[config.mk]
export PLATFORM = sky130hd
export DESIGN_NAME = spi_cmd_log
export DESIGN_NICKNAME = d
export VERILOG_FILES = /design/src/rtl/spi_log_pkg.sv /design/src/rtl/spi_log_fifo.sv /design/src/rtl/spi_cmd_log.sv
export SDC_FILE = /design/constraint.sdc
export NUM_CORES = 1
export LEC_CHECK = 0
export CAP_MARGIN = 25
export CORE_MARGIN = 2
export CORE_UTILIZATION = 25
export CTS_BUF_LIST = sky130_fd_sc_hd__clkbuf_16
export DETAILED_ROUTE_END_ITERATION = 8
export HOLD_SLACK_MARGIN = 0.06
export SLEW_MARGIN = 15
export SYNTH_ARGS = -nofsm -noshare
export SYNTH_HDL_FRONTEND = slang
export SYNTH_HIERARCHICAL = 1
export SYNTH_SLANG_ARGS = --single-unit
[constraint.sdc]
create_clock -name clk -period 8.8 [get_ports clk]
set_clock_uncertainty 0.2 [all_clocks]
set_input_delay 0.88 -clock clk [delete_from_list [all_inputs] [get_ports clk]]
set_output_delay 0.88 -clock clk [all_outputs]
set_load 0.005 [all_outputs]
[src/rtl/spi_log_pkg.sv]
// Shared constants for the SPI command log: iomem register offsets, CTRL bit
// positions, the unmapped-read pattern and log-entry field widths.
package spi_log_pkg;

    localparam logic [7:0] SPI_LOG_STATUS = 8'h00;
    localparam logic [7:0] SPI_LOG_HEAD0  = 8'h04;
    localparam logic [7:0] SPI_LOG_HEAD1  = 8'h08;
    localparam logic [7:0] SPI_LOG_HEAD2  = 8'h0C;
    localparam logic [7:0] SPI_LOG_POP    = 8'h10;
    localparam logic [7:0] SPI_LOG_CTRL   = 8'h14;
    localparam logic [7:0] SPI_LOG_FILTER = 8'h18;

    localparam int CTRL_ENABLE_BIT = 0;
    localparam int CTRL_CLEAR_BIT  = 1;

    localparam logic [31:0] SPI_LOG_DEFAULT_RDATA = 32'hDECA_FBAD;

    // Entry layout, MSB first: {ts, cmd, addr, len}
    localparam int ENT_CMD_W   = 8;
    localparam int ENT_ADDR_W  = 32;
    localparam int HEAD0_TS_W  = 24;

    function automatic int entry_width(input int ts_w, input int len_w);
        return ts_w + ENT_CMD_W + ENT_ADDR_W + len_w;
    endfunction

endpackage

[src/rtl/spi_log_fifo.sv]
// Generic synchronous FIFO with clear, occupancy count and a combinational
// head word. Pop on empty is ignored; push when full only lands with a pop.
module spi_log_fifo #(
    parameter int WIDTH = 8,
    parameter int DEPTH = 16
) (
    input  logic                       clk,
    input  logic                       resetn,
    input  logic                       push,
    input  logic                       pop,
    input  logic                       clear,
    input  logic [WIDTH-1:0]           din,
    output logic [WIDTH-1:0]           head,
    output logic [$clog2(DEPTH):0]     count,
    output logic                       full,
    output logic                       empty
);

    localparam int AW = $clog2(DEPTH);
    localparam logic [AW:0] FULL_CNT = DEPTH[AW:0];

    logic [WIDTH-1:0] mem_q [DEPTH];
    logic [AW-1:0]    wr_ptr_q, wr_ptr_d;
    logic [AW-1:0]    rd_ptr_q, rd_ptr_d;
    logic [AW:0]      count_q, count_d;
    logic             pop_eff;
    logic             push_eff;

    assign empty    = (count_q == '0);
    assign full     = (count_q == FULL_CNT);
    assign pop_eff  = pop && !empty;
    assign push_eff = push && (!full || pop_eff);

    always_comb begin
        wr_ptr_d = wr_ptr_q;
        rd_ptr_d = rd_ptr_q;
        count_d  = count_q;
        if (clear) begin
            wr_ptr_d = '0;
            rd_ptr_d = '0;
            count_d  = '0;
        end else begin
            if (push_eff) wr_ptr_d = wr_ptr_q + 1'b1;
            if (pop_eff)  rd_ptr_d = rd_ptr_q + 1'b1;
            count_d = count_q + {{AW{1'b0}}, push_eff} - {{AW{1'b0}}, pop_eff};
        end
    end

    always_ff @(posedge clk or negedge resetn) begin
        if (!resetn) begin
            wr_ptr_q <= '0;
            rd_ptr_q <= '0;
            count_q  <= '0;
        end else begin
            wr_ptr_q <= wr_ptr_d;
            rd_ptr_q <= rd_ptr_d;
            count_q  <= count_d;
        end
    end

    // Storage carries no reset; empty state is defined by the pointers alone.
    always_ff @(posedge clk) begin
        if (push_eff && !clear) mem_q[wr_ptr_q] <= din;
    end

    assign head  = mem_q[rd_ptr_q];
    assign count = count_q;

endmodule

[src/rtl/spi_cmd_log.sv]
// Timestamped FIFO log of emulated-flash SPI commands on the picosoc iomem bus.
// Optional command filter register at 0x18 is built when SPI_LOG_FILTER_EN is defined.
module spi_cmd_log
    import spi_log_pkg::*;
#(
    parameter int DEPTH       = 16,
    parameter int TS_WIDTH    = 24,
    parameter int TS_DIV_LOG2 = 4,
    parameter int LEN_WIDTH   = 12
) (
    input  logic                 clk,
    input  logic                 resetn,
    input  logic                 spi_cmd_strobe,
    input  logic [7:0]           spi_cmd,
    input  logic [31:0]          spi_addr,
    input  logic [LEN_WIDTH-1:0] spi_len,
    input  logic                 sel,
    input  logic [7:0]           addr,
    input  logic [3:0]           wstrb,
    input  logic [31:0]          wdata,
    output logic [31:0]          rdata,
    output logic                 ready,
    output logic                 irq
);

    localparam int AW = $clog2(DEPTH);
    localparam int CW = TS_WIDTH + TS_DIV_LOG2;
    localparam int EW = entry_width(TS_WIDTH, LEN_WIDTH);

    logic [CW-1:0]  tsc_q, tsc_d;
    logic [15:0]    ovf_q, ovf_d;
    logic           enable_q, enable_d;
    logic           ready_q, ready_d;
    logic [31:0]    rdata_q, rdata_d;
    logic [31:0]    rd_val;

    logic [EW-1:0]  fifo_din, fifo_head;
    logic [AW:0]    fifo_count;
    logic           fifo_full, fifo_empty;

    logic           wr_act, pop_req, ctrl_wr, clear, push_req, ovf_inc, cmd_match;
    logic           unused_bits;

    // Bus writes act in the ready cycle, so each transaction fires exactly once.
    assign wr_act   = ready_q && sel && (wstrb != 4'b0000);
    assign pop_req  = wr_act && (addr == SPI_LOG_POP);
    assign ctrl_wr  = wr_act && (addr == SPI_LOG_CTRL) && wstrb[0];
    assign clear    = ctrl_wr && wdata[CTRL_CLEAR_BIT];
    assign push_req = spi_cmd_strobe && enable_q && cmd_match;
    assign ovf_inc  = push_req && fifo_full && !pop_req && !clear;

`ifdef SPI_LOG_FILTER_EN
    logic [15:0] filter_q, filter_d;

    assign cmd_match = ((spi_cmd & filter_q[15:8]) == filter_q[7:0]);

    always_comb begin
        filter_d = filter_q;
        if (wr_act && (addr == SPI_LOG_FILTER)) begin
            if (wstrb[0]) filter_d[7:0]  = wdata[7:0];
            if (wstrb[1]) filter_d[15:8] = wdata[15:8];
        end
    end

    always_ff @(posedge clk or negedge resetn) begin
        if (!resetn) filter_q <= '0;
        else         filter_q <= filter_d;
    end
`else
    assign cmd_match = 1'b1;
`endif

    assign fifo_din = {tsc_q[CW-1:TS_DIV_LOG2], spi_cmd, spi_addr, spi_len};

    spi_log_fifo #(
        .WIDTH (EW),
        .DEPTH (DEPTH)
    ) u_fifo (
        .clk    (clk),
        .resetn (resetn),
        .push   (push_req),
        .pop    (pop_req),
        .clear  (clear),
        .din    (fifo_din),
        .head   (fifo_head),
        .count  (fifo_count),
        .full   (fifo_full),
        .empty  (fifo_empty)
    );

    always_comb begin
        rd_val = SPI_LOG_DEFAULT_RDATA;
        case (addr)
            SPI_LOG_STATUS: rd_val = {ovf_q, 7'b0, fifo_full, 8'(fifo_count)};
            SPI_LOG_HEAD0:  rd_val = fifo_empty ? 32'h0 :
                                     32'({fifo_head[EW-1 -: TS_WIDTH],
                                          fifo_head[LEN_WIDTH+ENT_ADDR_W +: ENT_CMD_W]});
            SPI_LOG_HEAD1:  rd_val = fifo_empty ? 32'h0 : fifo_head[LEN_WIDTH +: ENT_ADDR_W];
            SPI_LOG_HEAD2:  rd_val = fifo_empty ? 32'h0 : 32'(fifo_head[LEN_WIDTH-1:0]);
            SPI_LOG_POP:    rd_val = 32'h0;
            SPI_LOG_CTRL:   rd_val = 32'(enable_q);
`ifdef SPI_LOG_FILTER_EN
            SPI_LOG_FILTER: rd_val = 32'(filter_q);
`else
            SPI_LOG_FILTER: rd_val = 32'h0;
`endif
            default:        rd_val = SPI_LOG_DEFAULT_RDATA;
        endcase
    end

    always_comb begin
        tsc_d    = tsc_q + 1'b1;
        ovf_d    = ovf_q;
        enable_d = enable_q;
        ready_d  = sel && !ready_q;
        rdata_d  = (sel && !ready_q) ? rd_val : 32'h0;
        if (clear)
            ovf_d = '0;
        else if (ovf_inc && (ovf_q != 16'hFFFF))
            ovf_d = ovf_q + 16'd1;
        if (ctrl_wr)
            enable_d = wdata[CTRL_ENABLE_BIT];
    end

    always_ff @(posedge clk or negedge resetn) begin
        if (!resetn) begin
            tsc_q    <= '0;
            ovf_q    <= '0;
            enable_q <= 1'b0;
            ready_q  <= 1'b0;
            rdata_q  <= '0;
        end else begin
            tsc_q    <= tsc_d;
            ovf_q    <= ovf_d;
            enable_q <= enable_d;
            ready_q  <= ready_d;
            rdata_q  <= rdata_d;
        end
    end

    assign rdata = rdata_q;
    assign ready = ready_q;
    assign irq   = enable_q && !fifo_empty;

    assign unused_bits = ^wdata;

endmodule

# Word level (Yosys, flattened, before mapping)
# Memory sizes are Yosys's and may differ from the RTL's.
# Cells that the tools add are included.
# Widths: inputs -> output; s select.
[word_totals]
rom_bits = 0
latchBits = 0
n_memories = 1
word_cells = 66
ram_bits = 1216
in_bits = 100
ff_bits = 91
out_inout_bits = 34
[mem_list]
columns = ["name", "words", "width", "rd", "rd_clocked_by_memory_dff", "write_ports", "line", "text"]
rows = [
  ["u_fifo.mem_q", 16, 76, 1, 0, 1, "spi_log_fifo.sv:22", "logic [WIDTH-1:0] mem_q [DEPTH];"],
]
[op_classes]
n_mul = 0
bitwise_logic = 0
n_shift = 0
eq_ne = 8
n_div = 0
reduce_logical = 29
addsub = 6
muxes = 14
order_cmp = 0
[op_table]
columns = ["operator", "n"]
rows = [
  ["$pmux 32 s6", 1],
  ["$mux 32", 3],
  ["$mux 16", 2],
  ["$add 28x1->28 const B", 1],
  ["$eq 8x5->1 const B", 3],
  ["$add 16x1->16 const B", 1],
  ["$eq 8x4->1 const B", 2],
  ["$logic_and 1x1->1", 16],
  ["$mux 4", 4],
  ["$ne 16x16->1 const B", 1],
  ["$mux 12", 1],
  ["$add 4x1->4 const B", 2],
  ["$eq 8x3->1 const B", 1],
  ["$logic_not 8->1", 1],
  ["$reduce_bool 2->1", 3],
  ["$add 5x1->5", 1],
  ["$eq 5x5->1 const B", 1],
  ["$logic_not 1->1", 5],
  ["$logic_not 5->1", 1],
  ["$mux 5", 1],
  ["$sub 5x1->5", 1],
  ["$reduce_bool 4->1", 1],
  ["$mux 1", 2],
  ["$reduce_or 2->1", 1],
  ["$logic_or 1x1->1", 1],
]

# Longest topological paths before layout
# Gate-level depths: netlist (run 1).
[depth]
depth_word = 10
depth_mapped = 14
ltp_nobuf = 12

# Hierarchy
# Netlist (run 1), hierarchy kept.
[modules_own_cells]
columns = ["module", "seq_area_each_um2", "area_each_um2", "cells_each", "instances"]
rows = [
  ["spi_log_fifo", 36840.3, 47753.3, 2285, 1],
  ["spi_cmd_log", 1951.9, 3942.5, 380, 1],
]

# Worst setup path after synthesis (run 1)
# OpenSTA, ideal clock, no wires.
[synth_path]
path_type = "in2reg"
startpoint = "in addr[3]"
endpoint = "mem u_fifo/mem_q[1][0] (netlist name) (enable)"
setup_time_ns = 0.697
required_time_ns = 7.903
path_slack_ns = -1.325
arrival_time_ns = 9.228
n_path_buf = 2
cell_stages = 7
cell_sequence = "buf_2 -> nor4b_2 -> nand2_1 -> nor2_1 -> clkbuf_1 -> o21ai_1 -> nor4_1"
[synth_via]
elab_chain_cells = 8
word_cells_on_any_way = 13
classes_between = "eq/ne: 2; mux: 2; reduce/logical: 9"
[synth_lines]
columns = ["element", "line", "text"]
rows = [
  ["start, declared", "spi_cmd_log.sv:18", "input logic [7:0] addr,"],
  ["$eq 8x5->1", "spi_cmd_log.sv:46", "assign pop_req = wr_act && (addr == SPI_LOG_POP);"],
  ["$logic_and 1x1->1", "spi_cmd_log.sv:46", ""],
  ["named net pop_req", "spi_cmd_log.sv:41", "logic wr_act, pop_req, ctrl_wr, clear, push_req, ovf_inc, cmd_match;"],
  ["$logic_and 1x1->1", "spi_log_fifo.sv:31", "assign pop_eff = pop && !empty;"],
  ["$logic_or 1x1->1", "spi_log_fifo.sv:32", "assign push_eff = push && (!full || pop_eff);"],
  ["$logic_and 1x1->1", "spi_log_fifo.sv:32", ""],
  ["$logic_and 1x1->1", "spi_log_fifo.sv:63", "if (push_eff && !clear) mem_q[wr_ptr_q] <= din;"],
  ["$mux 1", "spi_log_fifo.sv:63", ""],
  ["$mux 1 (not written as such)", "spi_log_fifo.sv:63", ""],
  ["end, declared", "spi_log_fifo.sv:22", ""],
]
# The timed path passes the listed nets, and every way through them passes these cells.

# Final worst setup path (run 1)
[layout_path]
startpoint = "reg u_fifo.rd_ptr_q[2]"
endpoint = "reg rdata_q[9] (netlist: rdata[9])"
[layout_via]
elab_chain_cells = 4
word_cells_on_any_way = 6
classes_between = "mux: 5; memory: 1"
[layout_lines]
columns = ["element", "line", "text"]
rows = [
  ["start, declared", "spi_log_fifo.sv:24", "logic [AW-1:0] rd_ptr_q, rd_ptr_d;"],
  ["start signal, assigned", "spi_log_fifo.sv:56", "rd_ptr_q <= rd_ptr_d;"],
  ["$mem_v2 16x76", "--", ""],
  ["named net fifo_head[21]", "spi_cmd_log.sv:37", "logic [EW-1:0] fifo_din, fifo_head;"],
  ["$mux 32", "spi_cmd_log.sv:98", "SPI_LOG_HEAD1: rd_val = fifo_empty ? 32'h0 : fifo_head[LEN_WIDTH +: ENT_ADDR_W];"],
  ["$pmux 32 s6", "spi_cmd_log.sv:93", "case (addr)"],
  ["$mux 32", "spi_cmd_log.sv:116", "rdata_d = (sel && !ready_q) ? rd_val : 32'h0;"],
  ["named net rdata_d[9]", "spi_cmd_log.sv:34", "logic [31:0] rdata_q, rdata_d;"],
  ["end signal, assigned", "spi_cmd_log.sv:137", "rdata_q <= rdata_d;"],
  ["end, declared", "spi_cmd_log.sv:34", ""],
]
# The timed path passes the listed nets, and every way through them passes these cells.
# A chain may end at the register's enable or synchronous reset.

==> results of run 1 <==
-- cell usage after synthesis (9+ instances only) --
library cell / n
o21ai_0: 66
o21ai_1: 35
nor2_1: 33
mux4_2: 152
buf_2: 35
buf_6: 37
ha_1: 12
a221oi_1: 92
dfrtp_1: 91
a221oi_2: 69
edfxtp_1: 1216
clkbuf_1: 59
a21oi_1: 18
nand4_1: 14
nor3_1: 9
buf_4: 13
inv_1: 11
mux2_2: 13
a22o_1: 9
a22oi_1: 99
and3_1: 11
o211ai_1: 9
xnor2_1: 27
nand2_1: 111
nand3_1: 26
mux2i_1: 305
-- worst max-delay path: stages, from the launching register on --
cell and delay [ns]:
dfrtp_4 0.71, buf_4 0.49, nor2b_4 0.24, buf_4 0.54
buf_4 0.74, a221oi_1 0.25, a22oi_1 0.22, nand2_1 0.15
mux2_2 0.38, a22oi_1 0.59, o21ai_0 0.16
-- final timing paths --
check | from | end
setup / recovery | u_fifo/rd_ptr_q[2] | rdata[9]
hold / removal | tsc_q[0] | tsc_q[0]
setup reg to reg | u_fifo/rd_ptr_q[2] | rdata[9]
hold reg to reg | tsc_q[0] | tsc_q[0]
max in group asynchronous | resetn | u_fifo/rd_ptr_q[1]
min in group asynchronous | resetn | rdata[25]
-- what timing repair did --
action / in CTS / in global routing
hold endpoints to repair: 35 / 0
hold buffers: 1 / 0
resized for setup: 0 / 0
-- power breakdown --
part | switching, µW | leakage [µW] | total, µW | internal (µW)
combinational | 225 | 0.00404 | 380 | 155
clock | 2370 | 0.00211 | 5330 | 2950
sequential | 22.4 | 0.0122 | 6800 | 6780
-- cells by family after synthesis --
| group | count (synthesis) | share of synthesized area |
|---|---|---|
| AOI/OAI and AO/OA | 409 | 0.06646 |
| xor gates and xnor gates | 35 | 0.005930 |
| adders and majority gates | 13 | 0.003292 |
| buffers and inverters | 167 | 0.02002 |
| DFF | 1307 | 0.7504 |
| muxes | 470 | 0.1281 |
| and+or+nand+nor | 264 | 0.02580 |
-- routing by layer --
layer | routed length (µm) | part of all wire
met4 | 6157 | 0.047
met2 | 65960 | 0.50
met1 | 53010 | 0.40
met3 | 6341 | 0.048
met5 | 98 | 0.00074
-- layout make-up --
type / instances / area share
Clock inverter: 104 / 0.01370
Clock buffer: 130 / 0.05431
Tap cell: 2688 / 0.05615
Sequential cell: 1307 / 0.6479
Inverter: 12 / 0.0008355
Timing Repair Buffer: 161 / 0.02690
Multi-Input combinational cell: 1191 / 0.2002
-- stage by stage --
| step | hold WS (ns) | setup slack (ns) | cell area, µm² | utilization |
|---|---|---|---|---|
| after floorplan | 0.2544 | -1.325 | 51700 | - |
| after detailed placement | 0.2852 | 3.226 | 55810 | 0.2723 |
| final | 0.2974 | 3.824 | 59900 | 0.2922 |
| after global routing | 0.3046 | 3.722 | 59900 | 0.2922 |
| after global placement | 0.2737 | 2.913 | 55770 | 0.2720 |
| after CTS | 0.2963 | 3.853 | 59900 | 0.2922 |
-- cell usage in the layout, fill, tap and decap left out, drive strengths merged, types with 12 or more instances in the layout --
| cell type | n |
|---|---|
| edfxtp | 1216 |
| mux2i | 305 |
| a221oi | 161 |
| mux4 | 152 |
| clkbuf | 130 |
| nand2 | 111 |
| clkdlybuf4s50 | 102 |
| o21ai | 101 |
| a22oi | 99 |
| dfrtp | 91 |
| clkinv | 59 |
| buf | 58 |
| inv | 49 |
| nor2 | 33 |
| xnor2 | 27 |
| nand3 | 26 |
| a21oi | 18 |
| nand4 | 14 |
| mux2 | 13 |
| ha | 12 |
| and3 | 12 |
-- flip-flops by register name, summed over array words and instances (netlist names) --
| name | count |
|---|---|
| u_fifo/mem_q | 1216 |
| rdata | 32 |
| tsc_q | 28 |
| ovf_q | 16 |
| u_fifo/count | 5 |
| u_fifo/rd_ptr_q | 4 |
| u_fifo/wr_ptr_q | 4 |
| enable_q | 1 |
| ready | 1 |
==> summary.txt, run 1 <==
Finish
  • Area of the multi-input gates: 11,990 µm²
  • Reg area: 38,810 µm²
  • Area delta synth->final: 15.87%
  • Antenna fix cells: 0
  • Final layout net count: 2,916
  • Non-Filler Instances: 5,593
  • Filler instances: 19,860
  • Layout cells sized above 1: 0.1742

Worst setup path
  • Setup Crit Path Kind: flop to flop
  • CP Data Required Time: 9.19 ns
  • CP Capture Type: flop
  • FF-to-FF setup slack: 3.82 ns
  • Crit path DAT: 5.37 ns
  • R2R cell count: 10
  • Max FO, Critical Path: 48
  • CP Launch Type: flop

Floorplan
  • Die Y: 458.7 µm
  • Full die area: 210,400 µm²
  • Initial cell density of the core: 0.2522
  • I/O Pins: 134
  • Core area: 205,000 µm²
  • Row count: 166
  • Width of the die: 458.7 µm

Global routing
  • GRT met2 Usage: 0.2101
  • Global routing usage on met3: 0.02008
  • Met1 Track Usage GR: 0.1505
  • Vias in the first global route: 26,450
  • Global-route wire length before repair: 189,400 µm
  • Largest net degree at the start of global routing: 112
  • Initial antenna violation count: 15
  • All-Layer GR Usage: 0.1228
  • Grt total ovfl: 0
  • GRT busiest layer: met2

Timing
  • Min Clock Period, post-route: 4.976 ns
  • Tightest Pin Transition: 1.069 ns
  • Fin. Hold Viols: 0
  • RSZ-0062 raised after global routing: no
  • TNS Setup: 0 ns
  • Max-slew headroom: 0.2858
  • Setup violations, final: 0
  • Max Transition Viols Final: 0
  • Fmax: 0.2010 GHz
  • Tcrit/Tclk final: 0.5655

Routing
  • Initial drt markers: 2,196
  • Vias: 26,170
  • DRC: 0
  • Pre-antenna DRT Iters: 5
  • Total Wirelength: 131,600 µm
  • DR WL/cell: 23.52 µm
  • Via density: 4.679
  • ANT nets after route: 0

Clock tree
  • Setup Buffers After CTS: 0
  • Clk_lat worst skew: 0.77 ns
  • Clk sinks: 1,307
  • TritonCTS buffer count: 130
  • Max Root-Sink Buffers: 3
  • H-Tree Depth: 4
  • Clock transition at the registers of the reported paths: 0.06 ns
  • Clk root buf: clkbuf_16
  • CTS tree: done

Power and ir drop
  • Pwr/cell area: 208.8 nW/µm²
  • Peak supply drop: 174.8 µV
  • Leakage power: 0.01837 µW
  • Total Power: 12,510 µW

Synth
  • FF+latch count, synth: 1,307
  • Top FF cell, synth: edfxtp_1
  • Yosys cell types: 61
  • Yosys Warn Count: 6
  • Ranking of synthesized cells by area: edfxtp_1, mux4_2, mux2i_1
  • Synth Instances: 2,665
  • Post-synth EDFFs: 1,216
  • Synth area leader: edfxtp_1
  • Post-synth top area share: 0.7063
  • Syn nets: 2,778
  • Sequential share of the synthesized area: 0.7504
  • Mapped Area: 51,700 µm²
  • Post-synthesis average cell area: 19.40 µm²
  • Post-synth ARST share: 0.06963

Min path
  • Worst hold path class: flop to flop
  • Hold path depth: 1

Placement
  • Dpl cells: 5,358
  • HPWL after DPL: 72,650 µm
  • Routability cong.: 0.8407
  • Port bufs: 103

Run
  • Max-cap viol count: 0

Run status
  • Run status: finished, final reports clean
No activity file was read; power rests on OpenSTA's default activity.
==> run 2: changes to the inputs <==
==> constraint.sdc (replaced) <==
create_clock -name clk -period 4.6 [get_ports clk]
set_clock_uncertainty 0.2 [all_clocks]
set_input_delay 0.46 -clock clk [delete_from_list [all_inputs] [get_ports clk]]
set_output_delay 0.46 -clock clk [all_outputs]
set_load 0.005 [all_outputs]
==> summary.txt, run 2 (synthesis gave the netlist of run 1 again) <==
Run status
  • Run status: finished, final reports clean

Clock tree
  • Clock transition at the registers of the reported paths: 0.06 ns (about the same)
  • CTS tree: done
  • # hold bufs at CTS: 1 (unchanged)
  • Setup Buffers After CTS: 0 (unchanged)
  • Max Root-Sink Buffers: 3 (unchanged)
  • Clk root buf: clkbuf_16
  • Clk sinks: 1,307 (unchanged)
  • H-Tree Depth: 4 (unchanged)
  • Clk_lat worst skew: 0.78 ns (about the same)
  • Post-CTS resize count: 0 (unchanged)
  • TritonCTS buffer count: 134 (+3.1%)

Run
  • Max-cap viol count: 0 (unchanged)

Global routing
  • Initial antenna violation count: 19 (+4)
  • Largest net degree at the start of global routing: 85 (-24%)
  • Vias in the first global route: 26,770 (+1.2%)
  • Global-route wire length before repair: 193,200 µm (+2.0%)
  • All-Layer GR Usage: 0.1248 (+0.002005)
  • Grt total ovfl: 0 (unchanged)

Timing
  • Tcrit/Tclk final: 0.7643
  • Max Transition Viols Final: 0 (unchanged)
  • Max-slew headroom: 0.3625 (+0.07675)
  • Fmax: 0.2844 GHz
  • Fin Hold WS: 0.1318 ns (-0.1655 ns)
  • Min Clock Period, post-route: 3.516 ns
  • RSZ-0062 raised after global routing: no
  • Tightest Pin Transition: 0.9562 ns (-0.1126 ns)
  • Fin. Hold Viols: 0 (unchanged)
  • TNS Setup: 0 ns (unchanged)
  • Setup violations, final: 0 (unchanged)

Floorplan
  • Die Y: 458.7 µm (unchanged)
  • Full die area: 210,400 µm² (unchanged)
  • Row count: 166 (unchanged)
  • Initial cell density of the core: 0.2522 (unchanged)
  • Core area: 205,000 µm² (unchanged)
  • Width of the die: 458.7 µm (unchanged)
  • I/O Pins: 134 (unchanged)

Routing
  • DR WL/cell: 23.52 µm (about the same)
  • Total Wirelength: 132,800 µm (+0.95%)
  • DRC: 0 (unchanged)
  • ANT nets after route: 0 (unchanged)
  • Initial drt markers: 2,129 (-3.1%)
  • Vias: 26,380 (+0.79%)
  • Via density: 4.672 (-0.16%)
  • Pre-antenna DRT Iters: 5 (unchanged)

Finish
  • Layout cells sized above 1: 0.1853 (+0.01112)
  • Area delta synth->final: 17.78%
  • Max FFs per register: 1,216 (unchanged)
  • Commonest non-fill, non-tap cell in the layout: edfxtp_1
  • Filler instances: 19,790 (-0.38%)
  • Final layout net count: 2,954 (+1.3%)
  • Largest Register: u_fifo/mem_q
  • Commonest non-fill, non-tap cells in the layout: edfxtp_1, mux2i_1, mux4_2

Worst setup path
  • Max FO, Critical Path: 27 (-44%)
  • Setup Crit Path Kind: primary input to flop
  • CP Data Required Time: 4.85 ns (-4.34 ns)
  • CP Capture Type: flop
  • CP Launch Type: primary input
  • Crit path DAT: 3.77 ns (-1.60 ns)

Placement
  • Routability cong.: 0.7709 (-8.3%)
  • Port bufs: 103 (unchanged)
  • HPWL after DPL: 74,830 µm (+3.0%)

Power and ir drop
  • Total Power: 24,160 µW (+93%)
  • Leakage power: 0.01903 µW (+3.6%)
  • Pwr/cell area: 396.8 nW/µm² (+90%)
  • Peak supply drop: 257.9 µV (+48%)

Min path
  • Worst hold path class: primary input to async pin
## run 2: changes by cell type in the layout (fill, tap and decap cells not counted), sizes merged
cell / before / now
clkinv: 59 / 58
buf: 58 / 92
clkinvlp: 0 / 3
inv: 49 / 53
diode: 0 / 6
bufinv: 8 / 7
clkbuf: 130 / 138
## run 2: where the power goes
group,switching (µW),internal (µW)
Combinational,411,298
Clock,4560,5890
Sequential,41.5,13000
## run 2: critical path: stages
cell and delay, ns:
clkdlybuf4s50_1 0.44, nor4b_1 0.42, nand2_1 0.20, nor2_1 0.39, buf_4 0.23, o21a_1 0.27
nand2_1 0.34, nor3_4 0.67, buf_12 0.31
## run 2: worst paths after layout
check / startpoint / endpoint / slack, ns / cells after the start
min reg2reg: tsc_q[3] / tsc_q[3] / 0.30 / 1
max in group asynchronous: resetn / u_fifo/rd_ptr_q[2] / 3.10 / 3
max reg2reg: ready / u_fifo/mem_q[5][35] / 1.09 / 8
min in group clk: wdata[0] / enable_q / 0.16 / 2
max: addr[1] / u_fifo/mem_q[5][35] / 1.08 / 9
min: resetn / rdata[5] / 0.13 / 2
## run 2: routing by layer
metal / vias up / GRT usage / routed length (µm)
met3: 206 / 0.02167 / 6457
met5: - / 0 / 63
met4: 8 / 0.04260 / 4285
met1: 14040 / 0.1582 / 54950
li1: 11410 / - / -
met2: 716 / 0.2145 / 67060
## run 2: cell type report
type,count,area [µm²],area share
clock buffer,138,3453,0.05672
antenna,6,15.01,0.0002466
multi-input combinational,1191,12050,0.1980
clock inverter,109,798.3,0.01311
timing repair buffer,195,2347,0.03855
inverter,12,50.05,0.0008220
tap,2688,3363,0.05524
sequential,1307,38810,0.6373
## run 2: through the flow
step | setup slack, ns | util | instances | cell area (µm²)
detailed placement | 0.3080 | 0.2762 | 5392 | 56610
CTS | 1.059 | 0.2969 | 5640 | 60870
finish | 1.084 | 0.2970 | 5646 | 60890
global route | 0.9453 | 0.2969 | 5640 | 60870
floorplan | -1.031 | - | 2665 | 51790
global placement | 0.1429 | 0.2762 | 5392 | 56610
==> RTL change, RTL diff (config.mk and constraints of run 2) <==
Register the output `irq`, cleared by the reset; this adds one clock of latency there. The other outputs are not delayed to match.
--- a/src/rtl/spi_cmd_log.sv
+++ b/src/rtl/spi_cmd_log.sv
@@ -141,5 +141,11 @@
     assign rdata = rdata_q;
     assign ready = ready_q;
-    assign irq   = enable_q && !fifo_empty;
+    always_ff @(posedge clk or negedge resetn) begin
+        if (!resetn) begin
+            irq <= '0;
+        end else begin
+            irq <= enable_q && !fifo_empty;
+        end
+    end
 
     assign unused_bits = ^wdata;
Check against the original RTL: not settled (the Yosys comparison gave no result); the edit may change what the design does.
==> RTL change against run 2 <==
Routed wire length fell by 0.26%; worst setup slack gained 0.033 ns; power down 0.62%; final area down 0.14%; sequential cell count is 1 higher; first-iteration DRC count rose by 4.2%; synthesized area about the same.
==> RTL change: results <==
metrics = {
    "status": {
        "outcome": "completed",
    },
    "synthesis": {
        "async_flop_share_pct": 7.03,
        "synth_fp_nets": 2779,
        "yosys-top-cells-area": "edfxtp_1 (71%), mux4_2 (6.6%), mux2i_1 (5.9%)",
        "synthCells": 2666,
    },
    "power_and_ir_drop": {
        "ir_worst_vdd_mv": 0.368,
        "clock_power_share_pct": 42.8,
        "cellLeakagePower_nw": 19.1,
        "sw_frac_of_total_pct": 20.4,
    },
    "routing": {
        "dr_wl_met2_mm": 65.7,
        "wl_per_cell_um": 23.4,
        "route.met3.wl_mm": 6.91,
    },
    "worst_setup_path": {
        "cp.arrival_ns": 3.66,
        "crit_fanout": 65,
    },
    "finish": {
        "instances_no_fill": 5656,
        "fill_cells": 19900,
        "drive_gt1_share_pct": 18.7,
    },
    "global_routing": {
        "use_met2_pct": 20.7,
        "antenna_found_initial": 12,
        "grt_max_degree": 70,
        "globalRouteMet3Util_pct": 2.11,
        "grt_pass1_vias": 26500,
        "grt_pass1_wl_mm": 191,
    },
    "placement": {
        "place_area_sq_um": 56600,
        "pre_cts_slack_ns": 0.397,
    },
    "timing": {
        "relSlewSlack_pct": 39.1,
    },
    "cts": {
        "insertion_delay_ns": 0.76,
    },
}
==> RTL change: changes by cell type after synthesis <==
| cell | delta |
|---|---|
| dfrtp_1 | +1 |
==> RTL change: final timing paths <==
path / from / end / slack [ns] / depth (start not counted)
max: addr[1] / u_fifo/mem_q[7][29] / 1.12 / 9
min: resetn / rdata[26] / 0.11 / 2
max reg2reg: u_fifo/count[3] / u_fifo/count[4] / 1.15 / 12
min reg2reg: tsc_q[3] / tsc_q[3] / 0.29 / 1
max in group asynchronous: resetn / u_fifo/rd_ptr_q[0] / 3.11 / 3
min in group clk: wdata[0] / enable_q / 0.13 / 2
==> RTL change: timing repair <==
| action | 4_1_cts | 5_1_grt |
|---|---|---|
| gates resized for setup | 0 | 0 |
| endpoints found under the hold margin | 44 | 0 |
| hold buffers | 1 | 0 |
==> RTL change: layout make-up <==
type	count	area, sq um	share of cell area (%)
repair buffers	213	2360	3.88
flip-flops and latches	1308	38800	63.9
clock inverters	104	689	1.13
diodes	2	5.00	0.00823
multi-input cells	1191	12100	19.8
well taps	2688	3360	5.53
clock buffers	138	3450	5.68
inverters	12	47.5	0.0782
==> RTL change: cell families after synthesis <==
kind of cell,count (synthesis),synth area share [%]
flip-flops,1308,75.1
AO/OA/AOI/OAI,409,6.64
adder cells (fa/ha/maj),13,0.329
multiplexers,470,12.8
XOR/XNOR,35,0.593
AND/OR/NAND/NOR,264,2.58
buffers and inverters,167,2.00
==> RTL change: critical path: stages <==
cell and delay (ns):
clkdlybuf4s50_1 0.54, nor4b_1 0.42, nand2_1 0.29, nor2_1 0.27
buf_4 0.19, o21a_1 0.26, nand2_1 0.32, nor3_4 0.30
buf_12 0.36
